--- src/rtl/fib_result_collector.sv ---
`default_nettype none
// ============================================================================
// Module      : fib_result_collector
// Description : Times the Fibonacci generator from reset release, then captures
//               its result (or a timeout) once and presents it on a valid/ready port.
// Revision    : 1.0 - initial release
// ============================================================================
module fib_result_collector #(
    parameter int unsigned EXPECTED       = 144,
    parameter int unsigned TIMEOUT_CYCLES = 1000,
    parameter int unsigned CNT_W          = 16
) (
    input  logic             clk,
    input  logic             rst,
    input  logic             fib_done,
    input  logic [31:0]      fib_result,
    output logic             out_valid,
    input  logic             out_ready,
    output logic [31:0]      out_result,
    output logic [CNT_W-1:0] out_cycles,
    output logic             pass,
    output logic             fail,
    output logic             timeout
);

    localparam logic [31:0]      C_EXPECTED = 32'(EXPECTED);
    localparam logic [CNT_W-1:0] C_TIMEOUT  = CNT_W'(TIMEOUT_CYCLES);
    localparam logic [CNT_W-1:0] C_CNT_MAX  = '1;

    typedef enum logic [1:0] {
        ST_COUNT    = 2'd0,
        ST_PRESENT  = 2'd1,
        ST_FINISHED = 2'd2
    } state_t;

    state_t           state_q, state_d;
    logic [CNT_W-1:0] cnt_q, cnt_d;
    logic [31:0]      result_q, result_d;
    logic [CNT_W-1:0] cycles_q, cycles_d;
    logic             pass_q, pass_d;
    logic             fail_q, fail_d;
    logic             timeout_q, timeout_d;
    logic             w_match;

    assign w_match = (fib_result == C_EXPECTED);

    always_ff @(posedge clk or posedge rst) begin
        if (rst) begin
            state_q   <= ST_COUNT;
            cnt_q     <= '0;
            result_q  <= '0;
            cycles_q  <= '0;
            pass_q    <= 1'b0;
            fail_q    <= 1'b0;
            timeout_q <= 1'b0;
        end else begin
            state_q   <= state_d;
            cnt_q     <= cnt_d;
            result_q  <= result_d;
            cycles_q  <= cycles_d;
            pass_q    <= pass_d;
            fail_q    <= fail_d;
            timeout_q <= timeout_d;
        end
    end

    always_comb begin
        state_d   = state_q;
        cnt_d     = cnt_q;
        result_d  = result_q;
        cycles_d  = cycles_q;
        pass_d    = pass_q;
        fail_d    = fail_q;
        timeout_d = timeout_q;
        case (state_q)
            ST_COUNT: begin
                // done takes priority over a coincident timeout
                if (fib_done) begin
                    result_d = fib_result;
                    cycles_d = cnt_q;
                    pass_d   = w_match;
                    fail_d   = !w_match;
                    state_d  = ST_PRESENT;
                end else if (cnt_q == C_TIMEOUT) begin
                    result_d  = '0;
                    cycles_d  = C_TIMEOUT;
                    timeout_d = 1'b1;
                    fail_d    = 1'b1;
                    pass_d    = 1'b0;
                    state_d   = ST_PRESENT;
                end else if (cnt_q != C_CNT_MAX) begin
                    cnt_d = cnt_q + 1'b1;
                end
            end
            ST_PRESENT: begin
                if (out_ready) begin
                    state_d = ST_FINISHED;
                end
            end
            ST_FINISHED: begin
                state_d = ST_FINISHED;
            end
            default: begin
                state_d = ST_COUNT;
            end
        endcase
    end

    assign out_valid  = (state_q == ST_PRESENT);
    assign out_result = result_q;
    assign out_cycles = cycles_q;
    assign pass       = pass_q;
    assign fail       = fail_q;
    assign timeout    = timeout_q;

endmodule
`default_nettype wire

--- config.mk ---
export PLATFORM = sky130hd
export DESIGN_NAME = fib_result_collector
export DESIGN_NICKNAME = d
export VERILOG_FILES = /design/src/rtl/fib_result_collector.sv
export SDC_FILE = /design/constraint.sdc
export NUM_CORES = 1
export LEC_CHECK = 0
export ABC_AREA = 1
export BUFFER_PORTS_ARGS = -buffer_cell sky130_fd_sc_hd__clkbuf_2
export CORE_UTILIZATION = 48
export CTS_CLUSTER_SIZE = 16
export DETAILED_ROUTE_END_ITERATION = 8
export PLACE_DENSITY = 0.76
export SLEW_MARGIN = 25
export SYNTH_ARGS = -nofsm -noshare
export SYNTH_HDL_FRONTEND = slang
export SYNTH_SLANG_ARGS = --single-unit
--- constraint.sdc ---
create_clock -name clk -period 2.1 [get_ports clk]
set_clock_uncertainty 0.2 [all_clocks]
set_input_delay 0.42 -clock clk [delete_from_list [all_inputs] [get_ports clk]]
set_output_delay 0.42 -clock clk [all_outputs]
set_load 0.01 [all_outputs]
==> summary.md, run 1 <==
| Metric | Value |
|---|---|
| Later-pin clock latency in the skew report | 350 ps |
| TritonCTS Sinks | 69 |
| Crit. End Element | flip-flop |
| Register area share after synthesis | 48.9% |
| Worst-margin pin slew | 538 ps |
| Antenna cells | 0 |
| CORE AREA | 6940 µm² |
| Max Fclk | 530 MHz |
| Setup Viol. Count Final | 0 |
| H-Tree Depth | 3 |
| Leak | 2.50 nW |
| Synthesis-to-layout area growth | 23.8% |
| Fin. Hold Viols | 0 |
| Final worst path period share | 89.9% |
| Top cells by area, synth | dfrtp_1 49%, nand2_1 25%, nor2_1 5.3% |
| First-pass GRT wire length | 13500 µm |
| Synth Net Count | 524 |
| CTS max path bufs | 2 |
| DRC Markers | 0 |
| Initial Util | 50.8% |
| Post-Synthesis Cells | 484 |
| Antenna Nets Post-Route | 0 |
| Layout cells sized above 1 | 22.4% |
| DP Wirelength | 6040 µm |
| Outcome | finished, final reports clean |
| CP max FO | 50 |
| CTS tree | done |
| Initial antenna violation count | 0 |
| CP dominant cell by count | nand2_1 |
| Port bufs | 87 |
| CP Cell Sequence | inv_1 > ha_1 > nand3_1 > nor2_1 > nand2_1 > nand2_1 > nand2_1 > buf_12 > nand2_1 > nand2_1 |
| Slew headroom | 64.0% |
| Max Cap Viol | 0 |
| Avg Cell Area, Syn | 7.29 µm² |
| Final #Nets | 620 |
| Iter 0 DRT Violations | 185 |
| Setup Fix Bufs, Post-CTS | 0 |
| IO Count | 88 |
| Area leader, netlist | dfrtp_1 |
| Mapped Area | 3530 µm² |
| Hold depth | 3 |
| Final setup TNS | 0 ps |
| Peak supply drop | 0.000447 V |
| Die width | 87.7 µm |
| Fin crit period | 1890 ps |
| Synthesis Warnings | 0 |
| Die ar. | 7700 µm² |
| Worst EP required | 2140 ps |
| Worst Setup Start Kind | flip-flop |
| Slowest-stage cell, CP | dfrtp_1 |
| Fillers | 632 |
| Largest net degree at the start of global routing | 51 |
| RSZ-0062 raised after global routing | false |
| Multi-input gate area | 1540 µm² |
| Flops & latches, synth | 69 |
| Clock transition at path regs | 80 ps |
| Num rows | 30 |
| Worst Hold Slack | 87.2 ps |
| Reg2reg path depth | 10 |
| Die height | 87.7 µm |
| Delay of the slowest critical-path stage | 410 ps |
| FF+latch area | 1730 µm² |
| Number of global-route vias before repair | 3024 |
| Initial DRT Pass Iterations | 4 |
| PostCTS Resize Cnt | 0 |
| Yosys cell types | 26 |
| Post-synth top area share | 48.9% |
| Total CTS buffers | 9 |
| Arr. time, crit path | 1920 ps |
| GRT Util Overall | 22.7% |
| Gr ovfl total | 0 |
| Cell Pwr Density | 1180 nW/µm² |
| Worst Hold Class | in2reg |
| Clock Root Buffer | clkbuf_8 |
| Final Max Slew Viols | 0 |
| Gpl congestion | 0.896 |
| WS Path Type | reg2reg |
| Wire length per cell | 12.2 µm |
| Via/cell ratio | 4.84 |
| Post-Route WL | 8270 µm |
| Via Count | 3294 |
routing by layer:
layer / GRT usage, % / share of wire (%) / vias to the layer above
met5: 0 / 0 / -
met4: 8.49 / 1.7 / 0
met3: 5.66 / 5.4 / 15
met2: 37.4 / 48 / 101
met1: 28.8 / 45 / 1518
li1: - / - / 1660
placed cells by master, fill, tap and decap left out:
master / instances
xnor2_1: 4
clkinv_4: 2
nand2_4: 2
a31o_2: 1
nand3_1: 17
buf_12: 2
or2_2: 2
nor2_4: 3
nand4_1: 11
clkbuf_8: 9
nand2_1: 232
inv_2: 3
clkinv_1: 1
nand2_2: 2
nor2_1: 50
dlygate4sd3_1: 1
bufinv_16: 3
a21oi_1: 7
ha_1: 4
nor3_1: 3
clkbuf_2: 87
and2_1: 1
clkinv_2: 1
buf_4: 8
clkinvlp_4: 1
o21ai_0: 2
nor3_2: 1
inv_1: 46
nor2_2: 3
dfrtp_1: 69
xor2_1: 5
nand3_4: 1
worst max-delay path, delay by kind of cell, from the launching register on:
| kind | cells | cell delay, ps |
|---|---|---|
| fa+ha+maj | 1 | 180 |
| buf+inv | 2 | 300 |
| flops | 1 | 410 |
| simple gates | 7 | 670 |
cell type report:
cell class                      count  area share [%]
Clock inverter                      6            2.58
Sequential cell                    69            39.5
Tap cell                           96            2.75
Clock buffer                        9            2.84
Timing Repair Buffer               98            12.5
Inverter                           51            4.47
Multi-Input combinational cell    351            35.3
per-stage QoR:
stage	utilization (%)	std cells	cell area [µm²]	total power, mW	setup slack (ps)
2_1_floorplan	-	484	3530	3.16	435
3_3_place_gp	59.4	664	4120	3.83	341
3_5_place_dp	59.4	664	4120	3.89	273
4_1_cts	62.9	680	4370	5.21	238
5_1_grt	62.9	680	4370	5.53	64.8
6_report	62.9	680	4370	5.16	213
Yosys cell counts:
library cell	number
nand2_1	232
dfrtp_1	69
nor2_1	50
inv_1	47
nand3_1	17
nand4_1	11
buf_2	8
a21oi_1	7
xor2_1	5
clkbuf_1	4
ha_1	4
xnor2_1	4
inv_2	3
nor2_2	3
nor2_4	3
nor3_1	3
nand2_2	2
nand2_4	2
o21ai_0	2
or2_2	2
a31o_2	1
and2_1	1
buf_6	1
clkinv_1	1
nand3_4	1
nor3_2	1
what timing repair did:
item / 4_1_cts / 5_1_grt
hold buffers: 1 / 0
setup endpoints to repair: 0 / 0
hold endpoints to repair: 23 / 0
sequential cells by signal (all words and copies together), names as in the netlist:
name / flops
cnt_q: 16
fail: 1
out_cycles: 16
out_result: 32
pass: 1
state_q: 2
timeout: 1
cell families after synthesis:
logic type | Yosys count | synth area share, %
buffers and inverters | 64 | 7.30
XOR/XNOR | 9 | 2.23
AND/OR/NAND/NOR | 328 | 38.6
adder cells (fa/ha/maj) | 4 | 1.42
AO/OA/AOI/OAI | 10 | 1.52
flip-flops | 69 | 48.9
worst paths after layout:
check / from / end / slack (ps)
worst max-delay path: cnt_q[0]$_DFFE_PP0P_ / out_result[9]$_DFFE_PP0P_ / 210
worst min-delay path: fib_result[24] / out_result[24]$_DFFE_PP0P_ / 90
worst max register to register: cnt_q[0]$_DFFE_PP0P_ / out_result[9]$_DFFE_PP0P_ / 210
worst min register to register: out_cycles[4]$_DFFE_PP0P_ / out_cycles[4]$_DFFE_PP0P_ / 270
max in group asynchronous: rst / out_result[9]$_DFFE_PP0P_ / 660
min in group asynchronous: rst / out_result[4]$_DFFE_PP0P_ / 460
power by group:
group / internal [mW] / switching [mW] / total (mW)
registers: 1.79 / 0.292 / 2.08
logic: 0.688 / 1.10 / 1.79
clock network: 0.784 / 0.512 / 1.30
(Power assumes the default switching activity.)
==> inputs of run 2 (changes only) <==
Settings changed: BUFFER_PORTS_ARGS -buffer_cell sky130_fd_sc_hd__clkbuf_2 to -buffer_cell sky130_fd_sc_hd__buf_2, SETUP_SLACK_MARGIN from default to 0.3.
==> run 2 against run 1 <==
Net effect:
- register-to-register slack better by 40 ps
- highest routed layer unchanged
- clock-buffer cell count is 2 higher
- combinational power is 37% higher
- hold slack better by 2.3 ps
- power is 11% higher
- non-clock buffer count is 16 higher
- final cell count is 2.9% higher
==> summary.md, run 2 (same netlist as run 1, synthesis figures left out) <==
| Metric | Value |
|---|---|
| Outcome | finished, final reports clean |
| CORE AREA | 6940 µm² (unchanged) |
| Antenna Nets Post-Route | 0 (unchanged) |
| Most frequent cells in the layout | 192 x nand2_1, 87 x buf_2, 63 x dfrtp_1 |
| Die ar. | 7700 µm² (unchanged) |
| Max Cap Viol | 0 (unchanged) |
| GRT Util Overall | 23.7% (+0.97 points) |
| Largest net degree at the start of global routing | 38 (-25%) |
| Antenna cells | 0 (unchanged) |
| WS Path Type | reg2reg |
| Clock Root Buffer | clkbuf_8 |
| Via/cell ratio | 5.04 (+4.0%) |
| Initial DRT Pass Iterations | 6 (+2) |
| Wire length per cell | 14.6 µm (+20%) |
| RR Endpoint | out_cycles[14]$_DFFE_PP0P_ |
| Final instance area | 4850 µm² (+11%) |
| Final worst path period share | 88.0% (-1.9 points) |
| H-Tree Depth | 3 (unchanged) |
| Fin crit period | 1850 ps (-39.3 ps) |
| DP Wirelength | 6190 µm (+2.6%) |
| Clock transition at path regs | 80 ps (about the same) |
| Worst Setup Start Kind | flip-flop |
| Gpl congestion | 0.913 (+1.9%) |
| Num rows | 30 (unchanged) |
| Fillers | 521 (-18%) |
| Die width | 87.7 µm (unchanged) |
| Hold Startpoint | fib_result[8] |
| Initial antenna violation count | 0 (unchanged) |
| Non-Filler Instances | 700 (+2.9%) |
| IO Count | 88 (unchanged) |
| Number of global-route vias before repair | 3134 (+3.6%) |
| Placement Setup Slack | 256 ps (-17.3 ps) |
| Most common cell after layout, fill and taps aside | nand2_1 |
| CTS max path bufs | 2 (unchanged) |
| Final Max Slew Viols | 0 (unchanged) |
| Port bufs | 87 (unchanged) |
| Slew headroom | 66.1% (+2.1 points) |
| CTS tree | done |
| Crit. End Element | flip-flop |
| Critical R2R Launch | cnt_q[14]$_DFFE_PP0P_ |
| Final setup TNS | 0 ps (unchanged) |
| Fin. Hold Viols | 0 (unchanged) |
| Placed cell area | 4120 µm² (unchanged) |
| Setup Viol. Count Final | 0 (unchanged) |
| Largest register FFs | 32 (unchanged) |
| Worst EP required | 2140 ps (about the same) |
| Worst-margin pin slew | 508 ps (-30.7 ps) |
| Die height | 87.7 µm (unchanged) |
| First-pass GRT wire length | 14100 µm (+4.7%) |
| Worst Hold Class | in2reg |
| Initial Util | 50.8% (unchanged) |
| TritonCTS Sinks | 69 (unchanged) |
| Via Count | 3528 (+7.1%) |
| CP max FO | 8 (-84%) |
| RSZ-0062 raised after global routing | true |
| Worst R2R Setup Slack | 250 ps (+40 ps) |
| Final #Nets | 639 (+3.1%) |
| Hold depth | 3 (unchanged) |
| Synthesis-to-layout area growth | 37.6% |
| Multi-input gate area | 1830 µm² (+18%) |
| Arr. time, crit path | 1890 ps (-30 ps) |
| Layout cells sized above 1 | 34.8% (+12 points) |
| Power, Total | 5.73 mW (+11%) |
| Reg2reg path depth | 9 (-1) |
| Peak supply drop | 0.000606 V (+35%) |
| Cell Pwr Density | 1180 nW/µm² (about the same) |
| Later-pin clock latency in the skew report | 350 ps (about the same) |
| DRC Markers | 0 (unchanged) |
| Gr ovfl total | 0 (unchanged) |
| FF+latch area | 1730 µm² (+0.43%) |
| Iter 0 DRT Violations | 187 (+1.1%) |
| Total CTS buffers | 9 (unchanged) |
| Max Fclk | 541 MHz (+2.1%) |
| Worst Hold Path EP | out_result[8]$_DFFE_PP0P_ |
| Final worst slack | 252 ps (+39.3 ps) |
| Cells after DPL | 664 (unchanged) |
| Post-Route WL | 10200 µm (+24%) |
| Leak | 2.67 nW (+6.6%) |
run 2: cell count changes in the layout (fill, tap and decap cells not counted), moves of 4 or more:
cell	previous run	this run
buf_4	8	16
nand2_4	2	11
nand2_2	2	33
clkbuf_16	0	4
buf_2	0	87
nor2_4	3	7
dfrtp_1	69	63
dfrtp_2	0	6
nand2_1	232	192
clkbuf_2	87	0
run 2: how the worst max path moves through the flow:
stage | startpoint | endpoint | slack (ps)
floorplan | cnt_q[0]$_DFFE_PP0P_ | cnt_q[13]$_DFFE_PP0P_ | 430
global placement | cnt_q[1]$_DFFE_PP0P_ | cnt_q[7]$_DFFE_PP0P_ | 340
detailed placement | cnt_q[0]$_DFFE_PP0P_ | cnt_q[14]$_DFFE_PP0P_ | 260
CTS | cnt_q[0]$_DFFE_PP0P_ | cnt_q[15]$_DFFE_PP0P_ | 290
global route | cnt_q[8]$_DFFE_PP0P_ | out_cycles[14]$_DFFE_PP0P_ | 150
finish | cnt_q[14]$_DFFE_PP0P_ | out_cycles[14]$_DFFE_PP0P_ | 250
run 2: cell type report:
cell class              instances  area share [%]
flip-flops and latches         69            35.7
inverters                      51            4.02
repair buffers                114            15.8
clock inverters                 5            1.21
clock buffers                  11            3.12
multi-input cells             354            37.6
well taps                      96            2.47
run 2: critical path: stages, from the launching register on:
cell       delay (ps)
dfrtp_1           460
nor2_1            160
nand2_1            80
nor2_1            140
nand2_1           120
nand2_2           140
nand2_8           120
clkbuf_16         180
nand2_1            60
nand2_1            60
run 2: through the flow:
| step | utilization [%] | hold slack [ps] |
|---|---|---|
| finish | 69.9 | 89.5 |
| detailed placement | 59.4 | 253 |
| floorplan | - | 242 |
| global placement | 59.4 | 248 |
| global route | 69.9 | 101 |
| CTS | 63.7 | 83.1 |
run 2: layer usage:
metal  share of wire [%]  GRT usage, %
met5                   0             0
met4                 2.3          9.69
met3                 6.7          3.86
met2                  49          39.6
met1                  42          30.5
run 2: what timing repair did:
item	in CTS	in global routing
hold buffers	1	0
gates cloned	2	8
setup buffers	3	6
pin swaps	0	9
setup endpoints to repair	63	68
resized for setup	7	74
endpoints found under the hold margin	20	0
run 2: power breakdown:
group          switching (mW)  internal [mW]  total (mW)
registers               0.346           1.79        2.13
clock network           0.522          0.613        1.13
logic                    1.40           1.06        2.46
